===== src/rtl/player_mover.sv =====
// player_mover: per-request player pose update from key levels, with axis-separated
// grid collision so a blocked diagonal move slides along the wall.
module player_mover #(
  parameter int X_W         = 14,
  parameter int Y_W         = 13,
  parameter int ANG_W       = 8,
  parameter int DIR_W       = 10,
  parameter int TURN_STEP   = 2,
  parameter int CELL_SHIFT  = 8,
  parameter int GX_W        = X_W - CELL_SHIFT,
  parameter int GY_W        = Y_W - CELL_SHIFT,
  parameter int GRID_LAT    = 1,
  parameter int TICK_CYCLES = 1000000
) (
  input  logic             clock,
  input  logic             reset,
  input  logic             start,
  output logic             done,
  output logic             moved,
  input  logic             turn_right,
  input  logic             turn_left,
  input  logic             move_forward,
  input  logic             move_backward,
  input  logic             strafe_right,
  input  logic             strafe_left,
  input  logic [X_W-1:0]   cur_pos_x,
  input  logic [Y_W-1:0]   cur_pos_y,
  input  logic [ANG_W-1:0] cur_angle,
  input  logic [DIR_W-1:0] dir_x,
  input  logic [DIR_W-1:0] dir_y,
  output logic [X_W-1:0]   next_pos_x,
  output logic [Y_W-1:0]   next_pos_y,
  output logic [ANG_W-1:0] next_angle,
  output logic [GX_W-1:0]  grid_x,
  output logic [GY_W-1:0]  grid_y,
  input  logic [2:0]       grid_out
);
  localparam int TW = TICK_CYCLES > 1 ? $clog2(TICK_CYCLES) : 1;
  localparam int WW = $clog2(GRID_LAT + 1);
  typedef enum logic [2:0] {IDLE, CALC, PROBE_XY, PROBE_X, PROBE_Y, COMMIT, DONE} state_t;
  state_t state, state_d;
  logic [TW-1:0] tick;
  logic [WW-1:0] wcnt;
  logic signed [X_W+1:0] dxx, dyx, fx_c, cx_c, cand_x;
  logic signed [Y_W+1:0] dxy, dyy, fy_c, cy_c, cand_y;
  logic [ANG_W-1:0] ca_c, cand_a;
  logic [X_W-1:0] nx;
  logic [Y_W-1:0] ny;
  logic fwd, bwd, sr, sl, tr, tl, vx_c, vy_c, vx, vy, fx_nz, fy_nz, x_ok, y_ok, xy_ok;
  logic use_x, use_y, wait_done, hit, ld_xy, ld_x, ld_y, moved_c;
  assign fwd = move_forward & ~move_backward;
  assign bwd = move_backward & ~move_forward;
  assign sr  = strafe_right & ~strafe_left;
  assign sl  = strafe_left & ~strafe_right;
  assign tr  = turn_right & ~turn_left;
  assign tl  = turn_left & ~turn_right;
  assign dxx = {{(X_W+2-DIR_W){dir_x[DIR_W-1]}}, dir_x};
  assign dyx = {{(X_W+2-DIR_W){dir_y[DIR_W-1]}}, dir_y};
  assign dxy = {{(Y_W+2-DIR_W){dir_x[DIR_W-1]}}, dir_x};
  assign dyy = {{(Y_W+2-DIR_W){dir_y[DIR_W-1]}}, dir_y};
  // strafing right is the step vector rotated a quarter turn: (-dy, +dx)
  assign fx_c = (fwd ? dxx : bwd ? -dxx : '0) + (sr ? -dyx : sl ? dyx : '0);
  assign fy_c = (fwd ? dyy : bwd ? -dyy : '0) + (sr ? dxy : sl ? -dxy : '0);
  assign cx_c = {2'b00, cur_pos_x} + fx_c;
  assign cy_c = {2'b00, cur_pos_y} + fy_c;
  assign ca_c = tr ? cur_angle + ANG_W'(TURN_STEP) : tl ? cur_angle - ANG_W'(TURN_STEP) : cur_angle;
  assign vx_c = cx_c[X_W+1:X_W] == 2'b00;
  assign vy_c = cy_c[Y_W+1:Y_W] == 2'b00;
  assign vx = cand_x[X_W+1:X_W] == 2'b00;
  assign vy = cand_y[Y_W+1:Y_W] == 2'b00;
  assign xy_ok = vx & vy;
  assign x_ok = fx_nz & vx;
  assign y_ok = fy_nz & vy;
  assign wait_done = wcnt == WW'(GRID_LAT);
  assign hit = wait_done & (grid_out == 3'd0);
  assign nx = use_x ? cand_x[X_W-1:0] : cur_pos_x;
  assign ny = use_y ? cand_y[Y_W-1:0] : cur_pos_y;
  assign moved_c = nx != cur_pos_x || ny != cur_pos_y || cand_a != cur_angle;
  // the probe address is registered on the edge that enters the probing state
  assign ld_xy = state == CALC && state_d == PROBE_XY && vx_c && vy_c;
  assign ld_x = state != PROBE_X && state_d == PROBE_X && x_ok;
  assign ld_y = state != PROBE_Y && state_d == PROBE_Y && y_ok;
  always_comb begin
    state_d = state;
    done = state == DONE;
    case (state)
      IDLE:     state_d = start ? CALC : IDLE;
      CALC:     state_d = tick != '0 ? DONE : (fx_c == '0 && fy_c == '0) ? COMMIT : PROBE_XY;
      PROBE_XY: state_d = !xy_ok ? PROBE_X : !wait_done ? PROBE_XY : hit ? COMMIT : PROBE_X;
      PROBE_X:  state_d = !x_ok ? PROBE_Y : !wait_done ? PROBE_X : hit ? COMMIT : PROBE_Y;
      PROBE_Y:  state_d = (!y_ok || wait_done) ? COMMIT : PROBE_Y;
      COMMIT:   state_d = DONE;
      default:  state_d = IDLE;
    endcase
  end
  always_ff @(posedge clock or negedge reset)
    if (!reset) state <= IDLE;
    else state <= state_d;
  always_ff @(posedge clock or negedge reset)
    if (!reset) begin
      tick <= '0;
      wcnt <= '0;
      cand_x <= '0;
      cand_y <= '0;
      cand_a <= '0;
      fx_nz <= 1'b0;
      fy_nz <= 1'b0;
      use_x <= 1'b0;
      use_y <= 1'b0;
      moved <= 1'b0;
      next_pos_x <= '0;
      next_pos_y <= '0;
      next_angle <= '0;
      grid_x <= '0;
      grid_y <= '0;
    end else begin
      wcnt <= state_d != state ? '0 : wcnt + 1'b1;
      tick <= (state == COMMIT && moved_c) ? TW'(TICK_CYCLES - 1) : tick != '0 ? tick - 1'b1 : tick;
      if (state == CALC) begin
        cand_x <= cx_c;
        cand_y <= cy_c;
        cand_a <= ca_c;
        fx_nz <= fx_c != '0;
        fy_nz <= fy_c != '0;
        moved <= 1'b0;
      end
      use_x <= state == CALC ? 1'b0 : ((state == PROBE_XY && xy_ok) || (state == PROBE_X && x_ok)) && hit ? 1'b1 : use_x;
      use_y <= state == CALC ? 1'b0 : ((state == PROBE_XY && xy_ok) || (state == PROBE_Y && y_ok)) && hit ? 1'b1 : use_y;
      grid_x <= ld_xy ? cx_c[CELL_SHIFT +: GX_W] : ld_x ? cand_x[CELL_SHIFT +: GX_W] : ld_y ? cur_pos_x[CELL_SHIFT +: GX_W] : grid_x;
      grid_y <= ld_xy ? cy_c[CELL_SHIFT +: GY_W] : ld_x ? cur_pos_y[CELL_SHIFT +: GY_W] : ld_y ? cand_y[CELL_SHIFT +: GY_W] : grid_y;
      if (state == COMMIT) begin
        next_pos_x <= nx;
        next_pos_y <= ny;
        next_angle <= cand_a;
        moved <= moved_c;
      end
    end
endmodule


===== config.mk =====
export PLATFORM = sky130hd
export DESIGN_NAME = player_mover
export DESIGN_NICKNAME = d
export VERILOG_FILES = /design/src/rtl/player_mover.sv
export SDC_FILE = /design/constraint.sdc
export NUM_CORES = 1
export LEC_CHECK = 0
export BUFFER_PORTS_ARGS = -buffer_cell sky130_fd_sc_hd__buf_4
export CAP_MARGIN = 10
export CORE_UTILIZATION = 45
export CTS_BUF_LIST = sky130_fd_sc_hd__clkbuf_2 sky130_fd_sc_hd__clkbuf_4 sky130_fd_sc_hd__clkbuf_8
export CTS_CLUSTER_DIAMETER = 60
export DETAILED_ROUTE_END_ITERATION = 6
export HOLD_SLACK_MARGIN = 0.06
export PLACE_DENSITY = 0.72
export SETUP_SLACK_MARGIN = 0.4
export SYNTH_ARGS = -nofsm -noshare
export SYNTH_HDL_FRONTEND = slang
export SYNTH_SLANG_ARGS = --single-unit

===== constraint.sdc =====
create_clock -name clock -period 4.9 [get_ports clock]
set_input_delay 0.98 -clock clock [delete_from_list [all_inputs] [get_ports clock]]
set_output_delay 0.98 -clock clock [all_outputs]
set_load 0.005 [all_outputs]

==> flow_summary.toml, run 1 <==
[routing]
wl_met2_um = 14500
drtIter0Drc = 562
wl_met1_um = 12500
top_layer_used = "met4"
vias = 10100
routed_wl_um = 29700
final_antenna_net_count = 0
drc = 0
via_per_inst = 5.68
first_pass_iters = 5
met3WireLength_um = 1410
avgRoutedWirePerCell_um = 16.6

[yosys]
synth-xor-area-share = 0.0839
netlist.area_leader.share = 0.298
synth-simple-area-share = 0.205
synth_area_um2 = 9580
syn-num-nets = 1285
synthMuxAreaShare = 0.0387
ys_top_cells_by_area = "dfrtp_1 30%, ha_1 8.0%, nand2_1 6.4%"
synth_top_family_by_area = "compound AO/OA/AOI/OAI gates"
yosysTopAreaCell = "dfrtp_1"
seq_area_frac_synth = 0.298
synthAdderAreaFrac = 0.0881
synth_seq_cells = 114
synth_compound_area_frac = 0.249
syn_inst = 1153
yosysWarnings = 0
async_flop_share = 1.00
dominantRegCellSynth = "dfrtp_1"
avgSynthCellArea_um2 = 8.30
post_synth_num_cell_types = 75
synth-edff-count = 0

[critical_path]
crit_path_end = "grid_x[1]"
crit_type = "input pin to register"
rrSetupSlack_ns = 1.23
cp_max_fo = 6
crit_path_start_kind = "input pin"
end_kind = "register"
arrival_ns = 5.93
reg2reg_depth = 10
crit_required_ns = 5.19
startpoint = "dir_x[2]"
r2r-start = "tick[3]"
r2r-end = "grid_x[1]"

[finish]
drive_gt1_frac = 0.353
fillCellCount = 1696
fin_util = 0.660
syn2layout_area_growth_pct = 41.8
n_antenna_cell = 0
fin_nets = 1632

[cts]
clkTransAtPathRegs_ns = 0.07
cts_hold_buf = 0
clock-sinks = 114
htreeDepth = 4
cts_buffer_depth = 2
cts_root_buffer = "clkbuf_8"
insertion_delay_ns = 0.43
numCtsBuffers = 17
cts_tree = "built"

[placement]
hpwlAfterDp_um = 22200
gp_congestion = 0.954
port-buffer-count = 114

[global_routing]
antenna_found_initial = 0
grt.overflow.total = 0
grt_max_degree = 74
grt_pass1_wl_um = 47100
grt_pass1_vias = 9734
grt_util_all_layers = 0.266

[timing]
maxSlewViolCount = 0
worst_pin_slew_ns = 0.899
finalSetupViolations = 18
clock.fmax_ghz = 0.177
slew_headroom = 0.401
setup_ws_ns = -0.740
rsz0062_at_grt = "true"
clock-skew-final_ns = 0.00943
finalSetupTns_ns = -8.51
hold_viol = 0
period_share = 1.15
post-route-min-period_ns = 5.64

[die]
core_um2 = 20600
fp.dieW_um = 148
num_rows = 52
die_h_um = 148
ioPinCount = 115
initial_utilization = 0.466
die_area_um2 = 21900

[worst_hold_path]
min_path_type = "register to register"

[power]
total_power_uw = 5290
leakage_uw = 0.00632
p_per_area_nw_per_um2 = 390
peakVddDrop_v = 0.000244

[run]
maxCapViolCount = 0

[status]
status = "finished, violations left"
violations = "negative setup slack"
-- cell type report --
type	instances	area, um2	area share
Sequential cell	114	2850	0.210
Clock buffer	26	314	0.0231
Multi-Input combinational cell	950	6970	0.513
Clock inverter	5	77.6	0.00571
Tap cell	270	338	0.0249
Timing Repair Buffer	377	2880	0.212
Inverter	40	153	0.0112
-- through the flow --
stage               setup WS, ns  area (um2)  hold WS, ns  instances
floorplan                 -0.751        9810        0.470       1153
CTS                       -0.698       13200        0.490       1772
detailed placement         -1.21       12600        0.474       1728
global placement           -1.13       12600        0.463       1728
finish                    -0.740       13600        0.483       1782
global route              -0.916       13600        0.507       1782
-- worst max-delay path, cell delays in order --
cell       delay, ns
buf_6           0.09
or4_4           0.53
or2_4           0.24
or3_4           0.33
nor2b_4         0.14
a22o_4          0.25
ha_4            0.25
a2111o_1        0.41
o21ai_2         0.21
nand2_2         0.12
a41oi_2         0.22
o2111ai_2       0.22
ha_4            0.34
or2_4           0.11
a21oi_4         0.05
or3_1           0.31
mux2i_1         0.20
o21ai_2         0.10
a2111oi_4       0.26
buf_4           0.20
buf_6           0.12
a21o_1          0.12
o211ai_1        0.10
-- logic make-up (layout without fill, tap and decap cells) --
family	Yosys count	count (layout)
AOI/OAI and AO/OA	363	363
xor gates and xnor gates	90	90
DFF	114	114
buffers and inverters	89	448
adders and majority gates	65	65
and+or+nand+nor	396	396
muxes	36	36
-- power by group --
part	internal (uW)	switching, uW	leakage, uW
sequential	1340	376	0.00139
clock	514	370	0.000205
combinational	1340	1360	0.00473
-- cells in the mapped netlist (3+ instances only) --
cell type,number
a211o_1,9
a211oi_1,16
a21o_1,16
a21oi_1,59
a22o_1,22
a22oi_1,10
a31o_1,4
a31o_2,4
a31oi_1,9
a41oi_1,3
and2_1,8
and3_1,7
buf_1,4
clkbuf_1,40
dfrtp_1,114
fa_1,4
ha_1,61
inv_1,40
mux2_2,8
mux2i_1,28
nand2_1,164
nand2b_1,16
nand3_1,15
nand3b_1,8
nand4_1,9
nor2_1,59
nor2b_1,14
nor3_1,37
nor3b_1,3
nor4_1,7
o211ai_1,14
o21a_1,10
o21ai_0,123
o21bai_1,5
o31ai_1,32
or2_2,9
or3_1,20
or4_1,6
or4_4,3
xnor2_1,53
xor2_1,35
-- layer usage --
layer | track usage | vias up
met3 | 0.0330 | 89
li1 | - | 4902
met1 | 0.333 | 4793
met2 | 0.456 | 333
met4 | 0.120 | 0
met5 | 0 | -
-- cell usage in the layout, fill, tap and decap left out, types with 9 or more instances in the layout --
| master | count |
|---|---|
| o21a_1 | 10 |
| a22o_1 | 21 |
| nand2_1 | 157 |
| nand2b_1 | 16 |
| o21ai_1 | 17 |
| xnor2_1 | 46 |
| inv_1 | 37 |
| a211oi_1 | 13 |
| mux2i_1 | 28 |
| o31ai_1 | 30 |
| nor3_1 | 34 |
| or3_1 | 18 |
| buf_6 | 12 |
| buf_4 | 365 |
| a21oi_1 | 40 |
| a22oi_1 | 10 |
| o211ai_1 | 14 |
| dfrtp_1 | 114 |
| nor2_1 | 53 |
| clkbuf_8 | 19 |
| nor2b_1 | 13 |
| a21o_1 | 16 |
| a21oi_2 | 17 |
| xor2_1 | 31 |
| a211o_1 | 9 |
| ha_1 | 51 |
| nand4_1 | 9 |
| nand3_1 | 14 |
| o21ai_0 | 101 |
-- registers in the layout, indices dropped and copies added, names as in the netlist --
signal      count
next_pos_y     13
next_pos_x     14
fy_nz           1
cand_x         16
cand_y         15
tick           20
use_y           1
cand_a          8
fx_nz           1
grid_y          5
use_x           1
wait_done       1
grid_x          6
state           3
moved           1
next_angle      8
-- what timing repair did --
action / in CTS / in global routing
gates resized for setup: 38 / 55
setup endpoints to repair: 29 / 32
buffers inserted: 13 / 10
pin swaps: 40 / 44
-- worst min path at each step --
stage | from | end | cells past startpoint
3_3_place_gp | next_pos_x[0] | next_pos_x[0] | 2
5_1_grt | next_pos_x[2] | next_pos_x[2] | 2
4_1_cts | next_pos_x[5] | next_pos_x[5] | 2
6_report | next_pos_x[5] | next_pos_x[5] | 2
3_5_place_dp | next_pos_x[5] | next_pos_x[5] | 2
2_1_floorplan | moved | moved | 2
Note: power is estimated with default switching activity, not from simulation.
==> run 2, diff against run 1 <==
- MAX_ROUTING_LAYER: unset -> met4
==> flow_summary.toml, run 2 (synthesis gave the netlist of run 1 again) <==
[finish]
syn2layout_area_growth_pct = 42.9
top_register = "tick"
fin_nets = 1637
stdcell_count = 1785
layout_commonest_cell = "buf_4"
fin_area_um2 = 13700
largestRegisters = "tick x20, cand_x x16, cand_y x15"
n_antenna_cell = 0
drive_gt1_frac = 0.354
final_cell_mix = "364 x buf_4, 158 x nand2_1, 114 x dfrtp_1, 102 x o21ai_0, 54 x nor2_1"
largest_reg_flops = 20
fin_util = 0.666
fillCellCount = 1654

[placement]
dp_slack_ns = -1.22
place_area_um2 = 12600
hpwlAfterDp_um = 22200
port-buffer-count = 114
gp_congestion = 0.948
dp_cells = 1733

[timing]
setup_ws_ns = -0.813
rsz0062_at_grt = "true"
period_share = 1.17
clock.fmax_ghz = 0.175
maxSlewViolCount = 0
slew_headroom = 0.424
hold_viol = 0
post-route-min-period_ns = 5.71
clock-skew-final_ns = 0.0139
worst_pin_slew_ns = 0.864
finalSetupViolations = 21

[power]
p_per_area_nw_per_um2 = 392
peakVddDrop_v = 0.000231
total_power_uw = 5370
leakage_uw = 0.00634

[critical_path]
rrSetupSlack_ns = 1.23
crit_required_ns = 5.20
crit_path_start_kind = "input pin"
arrival_ns = 6.02
cp_max_fo = 6
crit_type = "input pin to register"
end_kind = "register"

[routing]
avgRoutedWirePerCell_um = 16.8
routed_wl_um = 30000
drc = 0
via_per_inst = 5.69
vias = 10100
first_pass_iters = 5
final_antenna_net_count = 0
drtIter0Drc = 520

[global_routing]
grt_max_degree = 74
grt.overflow.total = 0
antenna_found_initial = 0
grt_pass1_wl_um = 46600
grt_util_all_layers = 0.271
grt_pass1_vias = 9604

[die]
ioPinCount = 115
core_um2 = 20600
num_rows = 52
die_h_um = 148
initial_utilization = 0.466
die_area_um2 = 21900
fp.dieW_um = 148

[status]
status = "finished, violations left"
violations = "negative setup slack"

[cts]
cts_tree = "built"
numCtsBuffers = 17
cts_buffer_depth = 2
insertion_delay_ns = 0.43
cts_root_buffer = "clkbuf_8"
clkTransAtPathRegs_ns = 0.06
htreeDepth = 4
clock-sinks = 114

[run]
maxCapViolCount = 0

[worst_hold_path]
min_path_type = "register to register"
run 2: cell count changes in the layout (fill, tap and decap cells not counted), sizes merged:
cell,before,now
clkbuf,26,24
bufinv,2,3
clkinv,2,1
buf,377,382
run 2: layout make-up:
class,instances,area (um2),share of cell area
clock inverters,5,103,0.00750
flip-flops and latches,114,2850,0.208
inverters,40,153,0.0112
clock buffers,24,305,0.0223
multi-input cells,950,6990,0.511
repair buffers,382,2940,0.215
well taps,270,338,0.0247
run 2: where the power goes:
group / leakage, uW / switching [uW] / internal, uW
Sequential: 0.00139 / 371 / 1340
Combinational: 0.00475 / 1380 / 1370
Clock: 0.000209 / 361 / 557
run 2: timing repair:
action                                  CTS  global route
hold buffers                              0             0
setup buffers                             9            14
pin swaps                                25            36
endpoints found under the hold margin     0             0
gates resized for setup                  32            65
endpoints found under the setup margin   29            32
run 2: final timing paths:
kind                       cells after the start             end     startpoint
setup / recovery                              24       grid_x[0]       dir_x[1]
hold / removal                                 2   next_pos_x[0]  next_pos_x[0]
setup reg to reg                              10       grid_x[0]        tick[3]
hold reg to reg                                2   next_pos_x[0]  next_pos_x[0]
max in group asynchronous                      2  next_pos_y[12]          reset
min in group asynchronous                      1   next_angle[6]          reset
run 2: metal layers:
layer / wire length, um / track usage
met5: 0 / -
met1: 12500 / 0.333
met4: 1060 / 0.0974
met3: 1410 / 0.0343
met2: 15000 / 0.456
run 2: stage by stage:
stage               TNS (ns)  hold WS, ns
floorplan              -9.18        0.470
global route          -14.25        0.514
global placement      -18.29        0.463
CTS                    -8.75        0.486
detailed placement    -20.03        0.472
finish                -11.25        0.484
run 2: critical path, stage by stage:
cell and delay (ns):
buf_6 0.09, or4_4 0.53, or2_4 0.26, or3_4 0.37, nor2b_4 0.14, a22o_1 0.25, ha_4 0.24, a2111o_1 0.41
o21ai_2 0.20, nand2_2 0.11, xor2_2 0.21, ha_4 0.25, a21o_1 0.21, a21oi_2 0.18, nor2_1 0.09, a21oi_2 0.22
o311ai_4 0.19, a21oi_2 0.21, o21ai_2 0.09, a2111oi_4 0.24, buf_4 0.22, buf_6 0.13, a21o_1 0.13, o211ai_1 0.08
